`config.mk`:
```
export PLATFORM = sky130hd
export DESIGN_NAME = iobs_pwfifo
export DESIGN_NICKNAME = d
export VERILOG_FILES = /design/src/rtl/iobs_pwfifo.sv
export SDC_FILE = /design/constraint.sdc
export NUM_CORES = 1
export LEC_CHECK = 0
export CAP_MARGIN = 20
export CELL_PAD_IN_SITES_DETAIL_PLACEMENT = 0
export CELL_PAD_IN_SITES_GLOBAL_PLACEMENT = 1
export CORE_MARGIN = 1.5
export CORE_UTILIZATION = 35
export CTS_CLUSTER_DIAMETER = 120
export DETAILED_ROUTE_END_ITERATION = 16
export PLACE_DENSITY_LB_ADDON = 0.25
export SYNTH_ARGS = -nofsm -noshare
export SYNTH_HDL_FRONTEND = slang
export SYNTH_SLANG_ARGS = --single-unit
export TNS_END_PERCENT = 30
```
`constraint.sdc`:
```
create_clock -name CLK -period 5 [get_ports CLK]
set_clock_uncertainty 0.2 [all_clocks]
set_input_delay 0.75 -clock CLK [delete_from_list [all_inputs] [get_ports CLK]]
set_output_delay 0.75 -clock CLK [all_outputs]
set_load 0.05 [all_outputs]
```
`src/rtl/iobs_pwfifo.sv`:
```
// ---------------------------------------------------------------------------
// iobs_pwfifo -- posted-write buffer between the FSB slave and the IOB master.
//
// Queues up to DEPTH I/O writes and drains them in order through the
// IOREQ/IOACT/IODONE handshake. Non-posted requests (reads, IACK) are granted
// only once the queue is empty and the IOB is idle, so program order holds.
//
// Optional feature (compile-time macro PWFIFO_COALESCE_EN):
//   A write to the same word address as the newest queued entry merges into
//   it byte-wise instead of allocating a slot. Without the macro no address
//   comparator is built.
//
// Ports:
//   CLK, RES                FSB clock, synchronous active-high reset
//   WrReq/WrA/WrD/WrL/WrU   posted-write request and payload (held to WrAck)
//   WrAck                   one-cycle pulse: the write was captured
//   RdReq / RdGrant         non-posted request / queue drained and IOB idle
//   IOREQ/IORW/IOA/IOD/IOL/IOU  head-entry request to the IOB master
//   IOACT / IODONE / BERRin IOB cycle started / finished / bus error
//   ErrClr / ErrSticky      clear / sticky posted-write bus-error flag
//   Full / Empty / Level    occupancy status
// ---------------------------------------------------------------------------
module iobs_pwfifo #(
    parameter  int unsigned DEPTH  = 4,
    parameter  int unsigned ADDR_W = 23,
    parameter  int unsigned DATA_W = 16,
    localparam int unsigned PTR_W  = $clog2(DEPTH)
) (
    input  logic              CLK,
    input  logic              RES,
    input  logic              WrReq,
    input  logic [ADDR_W-1:0] WrA,
    input  logic [DATA_W-1:0] WrD,
    input  logic              WrL,
    input  logic              WrU,
    output logic              WrAck,
    input  logic              RdReq,
    output logic              RdGrant,
    output logic              IOREQ,
    output logic              IORW,
    output logic [ADDR_W-1:0] IOA,
    output logic [DATA_W-1:0] IOD,
    output logic              IOL,
    output logic              IOU,
    input  logic              IOACT,
    input  logic              IODONE,
    input  logic              BERRin,
    input  logic              ErrClr,
    output logic              ErrSticky,
    output logic              Full,
    output logic              Empty,
    output logic [PTR_W:0]    Level
);

    localparam logic [PTR_W:0] CNT_FULL = (PTR_W+1)'(DEPTH);
    localparam logic [PTR_W:0] CNT_ONE  = (PTR_W+1)'(1);

    typedef enum logic [1:0] {
        ST_IDLE = 2'd0,
        ST_REQ  = 2'd1,
        ST_ACT  = 2'd2
    } stateT;

    typedef struct packed {
        logic [ADDR_W-1:0] a;
        logic [DATA_W-1:0] d;
        logic              l;
        logic              u;
    } entryT;

    entryT            mem [DEPTH];
    stateT            state;
    logic [PTR_W-1:0] wptr;
    logic [PTR_W-1:0] rptr;
    logic [PTR_W-1:0] newestPtr;
    logic [PTR_W:0]   count;
    logic [PTR_W:0]   countNext;
    logic             reqValid;
    logic             alloc;
    logic             merge;
    logic             pop;
    logic             nextIdle;
    entryT            wrEntry;
    entryT            headEntry;
`ifdef PWFIFO_COALESCE_EN
    entryT            mergedEntry;
`endif

    // Writes always go out as writes.
    assign IORW      = 1'b0;
    assign Level     = count;
    assign newestPtr = wptr - PTR_W'(1);

    // Push/pop decisions and next occupancy.
    always_comb begin
        wrEntry   = '{a: WrA, d: WrD, l: WrL, u: WrU};
        headEntry = mem[rptr];
        // The cycle after an ack still sees the old request held high.
        reqValid  = WrReq && !WrAck;
        pop       = (state == ST_ACT) && IODONE;
        merge     = 1'b0;
`ifdef PWFIFO_COALESCE_EN
        mergedEntry = mem[newestPtr];
        if (WrL) mergedEntry.d[7:0]        = WrD[7:0];
        if (WrU) mergedEntry.d[DATA_W-1:8] = WrD[DATA_W-1:8];
        mergedEntry.l = mergedEntry.l | WrL;
        mergedEntry.u = mergedEntry.u | WrU;
        // The head is frozen once presented to the IOB.
        merge = reqValid && (count != '0) && (mem[newestPtr].a == WrA)
                && !((count == CNT_ONE) && (state != ST_IDLE));
        // Merging into the head while idle must be visible as it is issued.
        if (merge && (newestPtr == rptr)) headEntry = mergedEntry;
`endif
        // Full check uses the registered count: no fall-through on a pop.
        alloc     = reqValid && !merge && (count != CNT_FULL);
        countNext = count;
        if (alloc && !pop) begin
            countNext = count + CNT_ONE;
        end else if (pop && !alloc) begin
            countNext = count - CNT_ONE;
        end
        nextIdle  = pop || ((state == ST_IDLE) && (count == '0));
    end

    // Entry storage; contents need no reset, occupancy is tracked by count.
    always_ff @(posedge CLK) begin
        if (!RES) begin
            if (alloc) mem[wptr] <= wrEntry;
`ifdef PWFIFO_COALESCE_EN
            if (merge) mem[newestPtr] <= mergedEntry;
`endif
        end
    end

    // Pointers, status flags and drain FSM.
    always_ff @(posedge CLK) begin
        if (RES) begin
            state     <= ST_IDLE;
            wptr      <= '0;
            rptr      <= '0;
            count     <= '0;
            WrAck     <= 1'b0;
            RdGrant   <= 1'b0;
            IOREQ     <= 1'b0;
            IOA       <= '0;
            IOD       <= '0;
            IOL       <= 1'b0;
            IOU       <= 1'b0;
            ErrSticky <= 1'b0;
            Full      <= 1'b0;
            Empty     <= 1'b1;
        end else begin
            WrAck   <= alloc || merge;
            if (alloc) wptr <= wptr + PTR_W'(1);
            if (pop)   rptr <= rptr + PTR_W'(1);
            count   <= countNext;
            Full    <= (countNext == CNT_FULL);
            Empty   <= (countNext == '0);
            RdGrant <= nextIdle && (countNext == '0) && RdReq && !WrReq;

            // A new error wins over a simultaneous clear.
            if (pop && BERRin) begin
                ErrSticky <= 1'b1;
            end else if (ErrClr) begin
                ErrSticky <= 1'b0;
            end

            case (state)
                ST_IDLE: begin
                    if (count != '0) begin
                        state <= ST_REQ;
                        IOREQ <= 1'b1;
                        IOA   <= headEntry.a;
                        IOD   <= headEntry.d;
                        IOL   <= headEntry.l;
                        IOU   <= headEntry.u;
                    end
                end
                ST_REQ: begin
                    if (IOACT) begin
                        state <= ST_ACT;
                        IOREQ <= 1'b0;
                    end
                end
                ST_ACT: begin
                    // Head is popped even on a bus error; the error is flagged.
                    if (IODONE) state <= ST_IDLE;
                end
                default: begin
                    state <= ST_IDLE;
                    IOREQ <= 1'b0;
                end
            endcase
        end
    end

endmodule

```
### Word-level counts from Yosys, hierarchy flattened

Memory sizes are Yosys's and may differ from the RTL's. A register that Yosys moved wholly into a read port is not among the register bits.
Cells that the tools add are included.

* output and inout port bits: 51
* bits of input ports: 49
* memories kept: 1
* word-level logic and storage cells: 60
* register bits: 15
* memory bits (writable): 164

* add/subtract/negate cells: 4
* bitwise operators: 1
* reduce and logical (&&, ||, !) cells: 23
* mux-type cells: 14
* equal/unequal tests: 7

Memory list
* mem: depth 4, width 41, read ports 1, clocked after Yosys merged registers in 1, write ports 1, line 71 `entryT mem [DEPTH];`

Operators with widths (count)
* $logic_and 1x1->1: 10
* $mux 1: 7
* $logic_not 3->1: 2
* $mux 2: 3
* $mux 3: 2
* $pmux 2 s3: 1
* $reduce_and 3->1: 2
* $add 2x1->2 const B: 2
* $logic_not 1->1: 4
* $ne 2x2->1 const B: 2
* $add 3x1->3 const B: 1
* $eq 3x3->1 const B: 1
* $ne 3x3->1 const B: 1
* $pmux 1 s3: 1
* $reduce_bool 3->1: 1
* $sub 3x1->3 const B: 1
* $eq 2x1->1 const B: 1
* $eq 2x2->1 const B: 1
* $logic_not 2->1: 1
* $ne 2x1->1 const B: 1
* $reduce_and 2->1: 1
* $reduce_bool 2->1: 1
* $logic_or 1x1->1: 1
* $not 1->1: 1

### Depth between registers and ports, before layout

* depth in word-level cells: 11
* mapped depth: 8

### Worst setup path before layout

No wires, ideal clock.

* path type: register -> register
* from: register count[0] (netlist: Level[0])
* to: memory mem[0][0] (netlist bit), enable pin
* clock period less this slack: 3.286 ns
* stages on the path, launching flop included: 7
* data required time: 4.398 ns
* path slack: 1.714 ns
* library setup time: 0.402 ns
* buffers on the path: 0
* arrival time: 2.684 ns
* cell sequence: dfxtp_1 inv_1 ha_1 nand2_1 and2_1 nor2b_1 and2_1

* cells in the longest elaborated chain, start to end: 5

RTL lines
* from (decl): line 76 `logic [PTR_W:0] count;`
* from (signal assigned): line 156 `count <= countNext;`
* $ne 3x3->1: line 115 `alloc = reqValid && !merge && (count != CNT_FULL);`
* $logic_and 1x1->1: line 115
* $mux 1: line 128 `if (alloc) mem[wptr] <= wrEntry;`
* $mux 1: line 127 `if (!RES) begin`
* $mux 1 (implied by the code): line 128
* to (decl): line 71

No other way between the ends.

### Worst setup path in the final report

* from: input port WrReq
* to: memory mem[2][33] (netlist bit), enable pin

* cells in the longest elaborated chain, start to end: 5

RTL lines
* from (decl): line 31 `input logic WrReq,`
* $logic_and 1x1->1: line 99 `reqValid = WrReq && !WrAck;`
* $logic_and 1x1->1: line 115
* $mux 1: line 128
* $mux 1: line 127
* $mux 1 (implied by the code): line 128

No other way between the ends.

==> results.md <==
* CP max stage cell: and2_2
* Antenna violations before repair at 1
* Seq cells post-synth at 220
* Mux share of post-synthesis cell area at 0.114
* Top post-synthesis cells by count: edfxtp_1 (164), nand2_1 (87), dfxtp_1 (56)
* Final-layout fill cell count at 1972
* Largest family of logic cells by synthesized area: multiplexers
* Internal power at 3500 µW
* DRC at 0
* Worst-path clk slew at 0.05 ns
* Core area at 22800 µm²
* Die height at 156 µm
* Die ar. at 24200 µm²
* Setup TNS at 0 ns
* Synth Instances at 486
* Critical Path AT at 3.10 ns
* Switching pwr at 1420 µW
* Largest net degree at the start of global routing at 56
* Initial Util at 0.358
* Post-Synth Adder-Cell Area at 0.0107
* Synth Flop Type: edfxtp_1
* DR vias/cell at 4.66
* Fin. max-slew vios at 0
* Worst Tran Pin Value at 0.896 ns
* I/O pin count at 100
* Worst vdd rail ir drop at 0.200 mV
* Hold_ws at 0.252 ns
* Biggest cell delay along the critical path at 0.71 ns
* Synthesized Nets at 542
* Global Route Usage Sum at 0.138
* Compound-gate portion of the synthesized area at 0.0393
* Cell variety after synth at 37
* Root Driver: clkbuf_16
* HPWL after DPL at 9860 µm
* First-pass GRT wire length at 25600 µm
* Resize count post-CTS at 0
* Max Fclk at 322 MHz
* Reg power frac at 0.445
* Die width at 156 µm
* Pleak at 0.00331 µW
* Top cell type's share of synthesized area at 0.604
* Initial drt markers at 219
* CTS tree: built
* Yosys warns at 0
* Mapped Area at 8150 µm²
* Syn Area/Cell at 16.8 µm²
* Area growth syn-to-layout at 26.0%
* Hold_buf cts at 0
* DRT antenna net count at 0
* Hold Fails Final Rpt at 0
* Layout cells sized above 1 at 0.158
* Max Root-Sink Buffers at 3
* Cell Pwr Density at 479 nW/µm²
* Largest area contributor in the synthesized netlist: edfxtp_1
* Top post-synthesis cells by area: edfxtp_1 (60%), dfxtp_1 (14%), mux4_2 (11%)
* Buffers & Inverters on Critical Path at 2
* Final setup violation count at 0
* Site Rows at 55
* Clock latency at the later pin of the worst-skew pair at 0.51 ns
* Family with the most delay on the worst path: simple AND/OR/NAND/NOR gates
* Worst setup EP type: flop
* Most frequent cell after synthesis: edfxtp_1
* Number of max-cap violations at 0
* Pre-antenna DRT Iters at 4
* CP max FO at 27
* Vias at 4294
* Crit path time final at 3.11 ns
* EDFF count, synth at 164
* # H-tree levels at 1
* Register area share after synthesis at 0.742
* Drt wl/cell at 17.6 µm
* RSZ-0062 raised after global routing: no
* GPL Wtd Cong at 0.768
* DRT Wirelength at 16200 µm
* Vias in the first global route at 4468
* Fin nets at 645
* Num CTS Buffers at 24
* Critical Path, Cell by Cell: clkdlybuf4s50_1 > and2b_1 > and2_1 > nor2b_1 > and2_2 > buf_4
* # port buffers at 98
* Sw frac at 0.288
* Clock power share at 0.351
* Crit Path Category: input pin to flop
* Comb pwr share at 0.204
* Clk sinks at 220
* Simple-gate share of the synthesized area at 0.0669
* CP Launch Type: input pin
* Worst EP required at 4.99 ns
* Status: complete, no violations
* Setup repair bufs after CTS at 0
* Min-delay worst type: flop to flop
* GRT overflow at 0
* Rel. slew slack at 0.403
* Final period util at 0.622
* Synth async-reset ratio at 0
* Synth Area in XOR/XNOR at 0.00645
## state kept, by name, indices dropped and copies added, names as in the netlist, 2 cells and up
register  count
rptr          2
mem         164
Level         3
wptr          2
IOD          16
state         2
IOA          23
## final timing paths
kind	startpoint	end	slack (ns)	depth (start not counted)
worst max-delay path	WrReq	mem[2][33]	1.89	6
worst max register to register	Level[0]	mem[2][33]	1.91	7
worst min-delay path	IOA[6]	IOA[6]	0.25	2
worst min register to register	IOA[6]	IOA[6]	0.25	2
## routing by layer
layer	GRT usage	wire, µm	vias to the layer above
met5	0	0	-
met4	0.0422	332	0
met3	0.0256	707	29
met2	0.230	7970	95
met1	0.185	7200	2139
li1	-	-	2031
## per-stage QoR
step | cells | total power, µW | utilization | worst slack [ns] | cell area (µm²)
after floorplan | 486 | 2890 | - | 1.71 | 8150
after global placement | 873 | 3230 | 0.414 | 1.39 | 9430
after detailed placement | 876 | 3250 | 0.416 | 1.36 | 9490
after CTS | 920 | 5000 | 0.451 | 1.87 | 10300
after global routing | 920 | 5150 | 0.451 | 1.65 | 10300
final | 921 | 4920 | 0.451 | 1.89 | 10300
## power groups by stage
stage	registers [µW]	logic, µW	clock network [µW]
final	2190	1000	1730
after global routing	2210	1080	1860
after CTS	2190	1020	1780
after detailed placement	2230	1020	0
after global placement	2230	1010	0
after floorplan	2520	371	0
## tightest hold or removal path, stage by stage (launching register included)
cell	delay [ns]
dfxtp_1	0.30
nand2_1	0.05
a21oi_1	0.05
## cell families (layout without fill, tap and decap cells)
group | count (synthesis) | in the layout
multiplexers | 42 | 42
AND/OR/NAND/NOR | 121 | 121
buffers and inverters | 34 | 155
XOR/XNOR | 6 | 6
flip-flops | 220 | 220
adder cells (fa/ha/maj) | 7 | 7
AO/OA/AOI/OAI | 55 | 55
other | 1 | 2
## layout make-up
class | instances | area (µm²) | area share
clock buffer | 37 | 701 | 0.0682
sequential | 220 | 6050 | 0.589
tap | 313 | 392 | 0.0381
clock inverter | 7 | 85.1 | 0.00828
multi-input combinational | 232 | 1960 | 0.190
timing repair buffer | 105 | 1070 | 0.104
antenna | 1 | 2.50 | 0.000244
inverter | 6 | 22.5 | 0.00219
## cells in the final DEF (no fill, tap or decap), types with 2 or more instances in the layout
cell type / instances
clkbuf_16: 25
mux4_2: 41
clkinv_2: 2
a21oi_1: 46
xor2_1: 2
edfxtp_1: 164
ha_1: 7
nand2_1: 87
nor2b_1: 3
bufinv_16: 2
inv_1: 6
buf_12: 3
clkbuf_8: 3
nor2_1: 14
dfxtp_1: 54
clkinv_1: 2
xnor2_1: 4
nand2b_1: 3
clkdlybuf4s50_1: 97
clkbuf_1: 9
and2_2: 4
buf_4: 4
No activity file was read; power rests on OpenSTA's default activity.
